==> config.mk <==
export PLATFORM = sky130hd
export DESIGN_NAME = sdram_apb_arbiter
export DESIGN_NICKNAME = d
export VERILOG_FILES = /design/src/rtl/sdram_apb_arbiter_pkg.sv /design/src/rtl/sdram_apb_arbiter_rr.sv /design/src/rtl/sdram_apb_arbiter.sv
export SDC_FILE = /design/constraint.sdc
export NUM_CORES = 1
export LEC_CHECK = 0
export CORE_AREA = 2 2 128 130
export CTS_CLUSTER_DIAMETER = 120
export DETAILED_ROUTE_END_ITERATION = 7
export DIE_AREA = 0 0 130 132
export DONT_BUFFER_PORTS = 1
export PLACE_DENSITY_LB_ADDON = 0.2
export SETUP_SLACK_MARGIN = 0.02
export SYNTH_ARGS = -nofsm -noshare
export SYNTH_HDL_FRONTEND = slang
export SYNTH_HIERARCHICAL = 1
export SYNTH_SLANG_ARGS = --single-unit
==> constraint.sdc <==
create_clock -name clock -period 3.08 [get_ports clock]
set_input_delay 0.308 -clock clock [delete_from_list [all_inputs] [get_ports clock]]
set_output_delay 0.308 -clock clock [all_outputs]
set_load 0.01 [all_outputs]
==> src/rtl/sdram_apb_arbiter_pkg.sv <==
// Shared types and constants for the SDRAM APB two-port arbiter.
//   arb_state_t : arbiter FSM encoding
//   PORT_CPU    : requester index of the CPU load/store unit
//   PORT_DMA    : requester index of the DMA engine
package sdram_arb_pkg;

  typedef enum logic [1:0] {
    ARB_IDLE   = 2'd0,
    ARB_SETUP  = 2'd1,
    ARB_ACCESS = 2'd2
  } arb_state_t;

  localparam logic PORT_CPU = 1'b0;
  localparam logic PORT_DMA = 1'b1;

endpackage

==> src/rtl/sdram_apb_arbiter_rr.sv <==
// rr_arbiter2: stateless two-way round-robin picker.
//   req         : pending requests, bit 0 = CPU, bit 1 = DMA
//   last_grant  : port that completed the previous transfer
//   grant_valid : at least one request pending
//   grant_idx   : chosen port; on contention the port that was not last served
module rr_arbiter2
  import sdram_arb_pkg::*;
(
  input  logic [1:0] req,
  input  logic       last_grant,
  output logic       grant_valid,
  output logic       grant_idx
);

  always_comb begin
    grant_valid = |req;
    grant_idx   = PORT_CPU;
    case (req)
      2'b10:   grant_idx = PORT_DMA;
      2'b11:   grant_idx = ~last_grant;
      default: grant_idx = PORT_CPU;
    endcase
  end

endmodule

==> src/rtl/sdram_apb_arbiter.sv <==
// sdram_apb_arbiter: shares the SDRAM wrapper APB slave port between the CPU
// LSU (port 0) and DMA (port 1). The winning request is captured into
// registers and replayed downstream as a SETUP/ACCESS transfer; the response
// is returned only to the granted requester.
//   clock, reset_n         : clock, asynchronous active-low reset
//   in0_* / in1_*          : upstream APB requester ports
//   out_paddr..out_pstrb   : registered request payload to the SDRAM wrapper
//   out_psel, out_penable  : downstream phase control (decoded from state)
//   out_pready/prdata/pslverr : downstream response
module sdram_apb_arbiter
  import sdram_arb_pkg::*;
#(
  parameter int unsigned ADDR_W = 32,
  parameter int unsigned DATA_W = 32
) (
  input  logic                  clock,
  input  logic                  reset_n,

  input  logic [ADDR_W-1:0]     in0_paddr,
  input  logic                  in0_psel,
  input  logic                  in0_penable,
  input  logic [2:0]            in0_pprot,
  input  logic                  in0_pwrite,
  input  logic [DATA_W-1:0]     in0_pwdata,
  input  logic [DATA_W/8-1:0]   in0_pstrb,
  output logic                  in0_pready,
  output logic [DATA_W-1:0]     in0_prdata,
  output logic                  in0_pslverr,

  input  logic [ADDR_W-1:0]     in1_paddr,
  input  logic                  in1_psel,
  input  logic                  in1_penable,
  input  logic [2:0]            in1_pprot,
  input  logic                  in1_pwrite,
  input  logic [DATA_W-1:0]     in1_pwdata,
  input  logic [DATA_W/8-1:0]   in1_pstrb,
  output logic                  in1_pready,
  output logic [DATA_W-1:0]     in1_prdata,
  output logic                  in1_pslverr,

  output logic [ADDR_W-1:0]     out_paddr,
  output logic [2:0]            out_pprot,
  output logic                  out_pwrite,
  output logic [DATA_W-1:0]     out_pwdata,
  output logic [DATA_W/8-1:0]   out_pstrb,
  output logic                  out_psel,
  output logic                  out_penable,
  input  logic                  out_pready,
  input  logic [DATA_W-1:0]     out_prdata,
  input  logic                  out_pslverr
);

  arb_state_t state, state_nxt;
  logic       last_grant;
  logic       grant;
  logic       pick_valid;
  logic       pick_idx;
  logic       capture;
  logic       complete;

  // penable from requesters plays no part in arbitration
  logic       unused_penable;
  assign unused_penable = in0_penable ^ in1_penable;

  rr_arbiter2 u_pick (
    .req         ({in1_psel, in0_psel}),
    .last_grant  (last_grant),
    .grant_valid (pick_valid),
    .grant_idx   (pick_idx)
  );

  // out_psel/out_penable decode straight from the state register so that an
  // asynchronous reset removes them immediately.
  always_comb begin
    state_nxt   = state;
    out_psel    = 1'b0;
    out_penable = 1'b0;
    capture     = 1'b0;
    complete    = 1'b0;
    case (state)
      ARB_IDLE: begin
        if (pick_valid) begin
          capture   = 1'b1;
          state_nxt = ARB_SETUP;
        end
      end
      ARB_SETUP: begin
        out_psel  = 1'b1;
        state_nxt = ARB_ACCESS;
      end
      ARB_ACCESS: begin
        out_psel    = 1'b1;
        out_penable = 1'b1;
        if (out_pready) begin
          complete  = 1'b1;
          state_nxt = ARB_IDLE;
        end
      end
      default: state_nxt = ARB_IDLE;
    endcase
  end

  always_ff @(posedge clock or negedge reset_n) begin
    if (!reset_n) begin
      state      <= ARB_IDLE;
      last_grant <= PORT_DMA;
      grant      <= PORT_CPU;
    end else begin
      state <= state_nxt;
      if (capture)  grant      <= pick_idx;
      if (complete) last_grant <= grant;
    end
  end

  always_ff @(posedge clock or negedge reset_n) begin
    if (!reset_n) begin
      out_paddr  <= '0;
      out_pprot  <= '0;
      out_pwrite <= 1'b0;
      out_pwdata <= '0;
      out_pstrb  <= '0;
    end else if (capture) begin
      out_paddr  <= (pick_idx == PORT_DMA) ? in1_paddr  : in0_paddr;
      out_pprot  <= (pick_idx == PORT_DMA) ? in1_pprot  : in0_pprot;
      out_pwrite <= (pick_idx == PORT_DMA) ? in1_pwrite : in0_pwrite;
      out_pwdata <= (pick_idx == PORT_DMA) ? in1_pwdata : in0_pwdata;
      out_pstrb  <= (pick_idx == PORT_DMA) ? in1_pstrb  : in0_pstrb;
    end
  end

  // A granted requester that has dropped psel no longer owns the response,
  // so the completion is swallowed rather than reported to it.
  always_comb begin
    in0_pready  = complete && (grant == PORT_CPU) && in0_psel;
    in1_pready  = complete && (grant == PORT_DMA) && in1_psel;
    in0_pslverr = in0_pready && out_pslverr;
    in1_pslverr = in1_pready && out_pslverr;
    in0_prdata  = out_prdata;
    in1_prdata  = out_prdata;
  end

endmodule

# [Word-level counts from Yosys, hierarchy flattened]
# Index checks and enable logic that the tools add are counted.
[totals] ff_bits=76 out_inout_bits=142
[classes] eq_ne=6 n_mux=15 bitwise=2 reduce_logical=10
[op_table] cell="2-to-1 mux 32 bit" count=2
[op_table] cell="2-to-1 mux 1 bit" count=7
[op_table] cell="equality test 2 bit, second input constant" count=3
[op_table] cell="logical AND 1 bit" count=6
[op_table] cell="one-hot mux 2 bit (3 select lines)" count=1
[op_table] cell="2-to-1 mux 2 bit" count=2
[op_table] cell="2-to-1 mux 4 bit" count=1
[op_table] cell="inequality test 2 bit, second input constant" count=2
[op_table] cell="OR reduction 2 bit" count=2
[op_table] cell="2-to-1 mux 3 bit" count=1
[op_table] cell="equality test 2 x 1 -> 1 bit, second input constant" count=1
[op_table] cell="logical NOT 2 bit" count=1
[op_table] cell="NOT 1 bit" count=2
[op_table] cell="one-hot mux 1 bit (2 select lines)" count=1
[op_table] cell="AND reduction 2 bit" count=1

# [Depth between registers and ports, before layout]
[depth] ltp_word=5 mapped_depth=7 depth_no_buf=5

# [Hierarchy]
# The synthesis kept the hierarchy.
[by_module_without_submodules] module="sdram_apb_arbiter" instances=1 cells_each=400 area_per_inst_um2=4334.2 seq_area_each_um2=1903.1
[by_module_without_submodules] module="rr_arbiter2" instances=1 cells_each=2 area_per_inst_um2=13.8 seq_area_each_um2=0.0

# [Worst setup path before layout]
# Ideal clock, no wire load.
[synth_path] kind="reg2out" start="register state[0]" end="output in0_pslverr" arrival_time_ns=1.406 t_required_ns=2.772 setup_slack_ns=1.366 path_stages_with_launch=6 cell_sequence="dfrtp_1 -> inv_1 -> ha_1 -> nand2_1 -> nor3b_1 -> and2_1"
[synth_between] elab_chain_len=5
[synth_rtl] element="start, declared" line="sdram_apb_arbiter.sv:53" text="arb_state_t state, state_nxt;"
[synth_rtl] element="start signal, assigned" line="sdram_apb_arbiter.sv:109" text="state <= state_nxt;"
[synth_rtl] element="equality test 2 bit" line="sdram_apb_arbiter.sv:80" text="case (state)"
[synth_rtl] element="2-to-1 mux 1 bit" line="sdram_apb_arbiter.sv:80"
[synth_rtl] element="logical AND 1 bit (2 in a row)" line="sdram_apb_arbiter.sv:134" text="in0_pready = complete && (grant == PORT_CPU) && in0_psel;"
[synth_rtl] element="via in0_pready" line="sdram_apb_arbiter.sv:26" text="output logic in0_pready,"
[synth_rtl] element="logical AND 1 bit" line="sdram_apb_arbiter.sv:136" text="in0_pslverr = in0_pready && out_pslverr;"
[synth_rtl] element="end, declared" line="sdram_apb_arbiter.sv:28" text="output logic in0_pslverr,"
# The timed path passes the listed nets, and every way through them passes these cells.

# [Worst setup path after layout]
# Ends and elaborated chain as after synthesis.

==> flow_metrics.tcl <==
set metrics [dict create \
    status "finished, final reports clean" \
    critical_path_required_ns 2.77 \
    vdd.ir_drop.worst_uv 400 \
    io_buffers 0 \
    avgSynthCellArea_sq_um 10.8 \
    avgViaCountPerCell 4.42 \
    clock_power_share_pct 24.2 \
    cp_slowest_cell "nor3b_1" \
    postCtsSetupRepairBufs 0 \
    syn_inst 402 \
    gp_congestion 0.688 \
    seqCellArea_sq_mm 0.00190 \
    fill_cells 1679 \
    coreArea_sq_mm 0.0157 \
    ys_ff_latch 76 \
    synth_cell_type_count 19 \
    wl_microns 9400 \
    arrival_ns 1.96 \
    clk_latency_ns 0.34 \
    end_kind "output port" \
    post_drt_wl_per_cell_microns 17.0 \
    p_leak_nw 1.75 \
    setup_viol 0 \
    drc_errors 0 \
    synth_nets 590 \
    h-tree-depth 3 \
    final_cell_area_sq_mm 0.00434 \
    dpl_cell_area_sq_mm 0.00398 \
    rows 46 \
    dpl.cell_count 535 \
    timing.fmax_ghz 0.441 \
    cts-root-buf "clkbuf_16" \
    antenna_cells 0 \
    multi_input_area_sq_mm 0.00174 \
    synth_top_family_by_area "multiplexers" \
    min_path_type "in2reg" \
    numCtsBuffers 9 \
    die_w_microns 130 \
    dr_total_vias 2446 \
    drive_gt1_share_pct 26.1 \
    cts_hold_repair.buffers 2 \
    min_period_ns 2.27 \
    slew_viol_final 0 \
    slowest_delay_ns 0.46 \
    clock-sinks 76 \
    period_share_pct 73.7 \
    tritoncts "built" \
    synth_xor_area_share_pct 0 \
    p_seq_share_pct 45.2 \
    num-nets-final 520 \
    pin_count 326 \
    die-area_sq_mm 0.0172 \
    path_clk_slew_ns 0.06 \
    slew_headroom_pct 58.7 \
    tns_ns 0 \
    synthSimpleGateAreaFrac_pct 7.22 \
    clockBufferDepth 2 \
    finalClockSkew_ns 0.00557 \
    grt_usage_pct 10.8 \
    drt_iter0_drc 41 \
    p_int_w 0.00280 \
    synth_area_sq_mm 0.00435 \
    synth-seq-area-share_pct 43.8 \
    synth_compound_area_share_pct 13.8 \
    dp_hpwl_microns 7050 \
    drt_first_pass_iters 4 \
    powerDensity_mw_per_mm2 1080 \
    ctsResizeCount 0 \
    drt.antenna.violating_nets 0 \
    crit_chain "inv_1 > ha_1 > nand2_1 > nor3b_1 > and2_1" \
    ys_warn_count 6 \
    worst-path-max-fanout 3 \
    final_cells 553 \
    grt_pass1_vias 2391 \
    synthMuxAreaShare_pct 17.6 \
    combinationalPowerShare_pct 30.6 \
    grt_pass1_wl_microns 13800 \
    power.switching_w 0.00188 \
    finalHoldViolations 0 \
    area_delta_synth_final_pct -0.259 \
    grt_setup_unrepaired "no" \
    grt_overflow 0 \
    die_h_microns 132 \
    maxCapViolCount 0 \
    worstSetupPathType "reg2out" \
    swShare_pct 40.2 \
    start_kind "flip-flop" \
    grt_start_max_net_pins 77 \
    antenna_found_initial 0 \
    worst_slew_pin_slew_ns 0.620 \
    initial_utilization_pct 27.7 \
    yosys.area_share.adder_pct 1.15 \
]
-- through the flow --
stage               util (%)  hold slack (ns)  setup WS, ns  total power (W)
floorplan                  -           0.0124          1.37          0.00347
global placement        25.3           0.0149          1.19          0.00356
detailed placement      25.3           0.0144          1.15          0.00361
CTS                     27.6            0.158         0.755          0.00481
global route            27.6            0.170         0.631          0.00505
finish                  27.6            0.184         0.811          0.00469
-- state kept, by name, summed over array words and instances (netlist names) --
signal and cells:
out_pstrb 4, last_grant 1, out_pwdata 32, out_pwrite 1, out_paddr 32, out_pprot 3, state 2, grant 1
-- critical path: cells and delay by family (launching register included) --
| kind | cells | cell delay [ns] |
|---|---|---|
| and+or+nand+nor | 3 | 0.85 |
| DFF | 1 | 0.40 |
| adders and majority gates | 1 | 0.27 |
| buffers and inverters | 1 | 0.11 |
-- Yosys cell counts, drive strengths merged --
master / number / share of area (%)
a21boi: 1 / 0.17
a21oi: 72 / 13
and2: 3 / 0.43
buf: 88 / 16
dfrtp: 75 / 43
dfstp: 1 / 0.60
ha: 4 / 1.2
inv: 4 / 0.35
mux2: 4 / 1.0
mux2i: 72 / 17
nand2: 2 / 0.17
nor2: 73 / 6.3
nor3b: 1 / 0.17
o22ai: 1 / 0.14
or2: 1 / 0.14
-- cell type report --
cell class	count	share of cell area (%)
well taps	216	6.23
clock inverters	6	2.05
flip-flops and latches	76	43.9
repair buffers	7	2.02
clock buffers	10	5.28
inverters	4	0.346
multi-input cells	234	40.2
-- cells by family (layout without fill, tap and decap cells) --
kind of cell,count (synthesis),count (layout)
buffers and inverters,92,27
and+or+nand+nor,80,80
muxes,76,76
DFF,76,76
AOI/OAI and AO/OA,74,74
adders and majority gates,4,4
-- power by group through the flow --
stage,Sequential [W],Clock (W),Combinational [W]
2_1_floorplan,0.00198,0,0.00148
3_3_place_gp,0.00216,0,0.00140
3_5_place_dp,0.00217,0,0.00144
4_1_cts,0.00215,0.00119,0.00147
5_1_grt,0.00219,0.00123,0.00163
6_report,0.00212,0.00113,0.00143
-- cell usage in the layout (no fill, tap or decap) --
cell and instances:
nor3b_1 1, inv_1 4, dlygate4sd3_1 1, buf_12 1, a21oi_2 60, or2_1 1
ha_1 4, and2_1 2, mux2i_1 72, bufinv_16 2, a21boi_4 1, and2_4 1
clkinv_2 1, clkbuf_16 9, nand2_1 2, nor2_1 73, clkinv_4 1, buf_4 4
dfrtp_1 75, clkbuf_1 1, clkinvlp_4 2, buf_16 1, dfstp_2 1, o22ai_1 1
mux2_2 4, a21oi_1 12
-- routing by layer --
layer / part of all wire [%] / GRT usage, % / routed length (microns) / vias to the layer above
li1: - / - / - / 1137
met2: 51 / 17.9 / 4780 / 158
met1: 35 / 11.1 / 3310 / 1122
met5: 0 / 0 / 0 / -
met3: 12 / 5.84 / 1100 / 29
met4: 2.2 / 4.66 / 208 / 0
-- worst paths after layout --
path                               start              to  slack [ns]  cells past startpoint
min in group asynchronous        reset_n   out_paddr[10]        0.52                      2
min reg2reg                     state[1]        state[1]        0.55                      1
min                        in0_paddr[10]   out_paddr[10]        0.18                      2
max in group asynchronous        reset_n  out_pwdata[12]        2.24                      2
max reg2reg                     state[1]  out_pwdata[24]        1.25                      6
max                             state[0]     in0_pslverr        0.81                      5
Note: power is estimated with default switching activity, not from simulation.
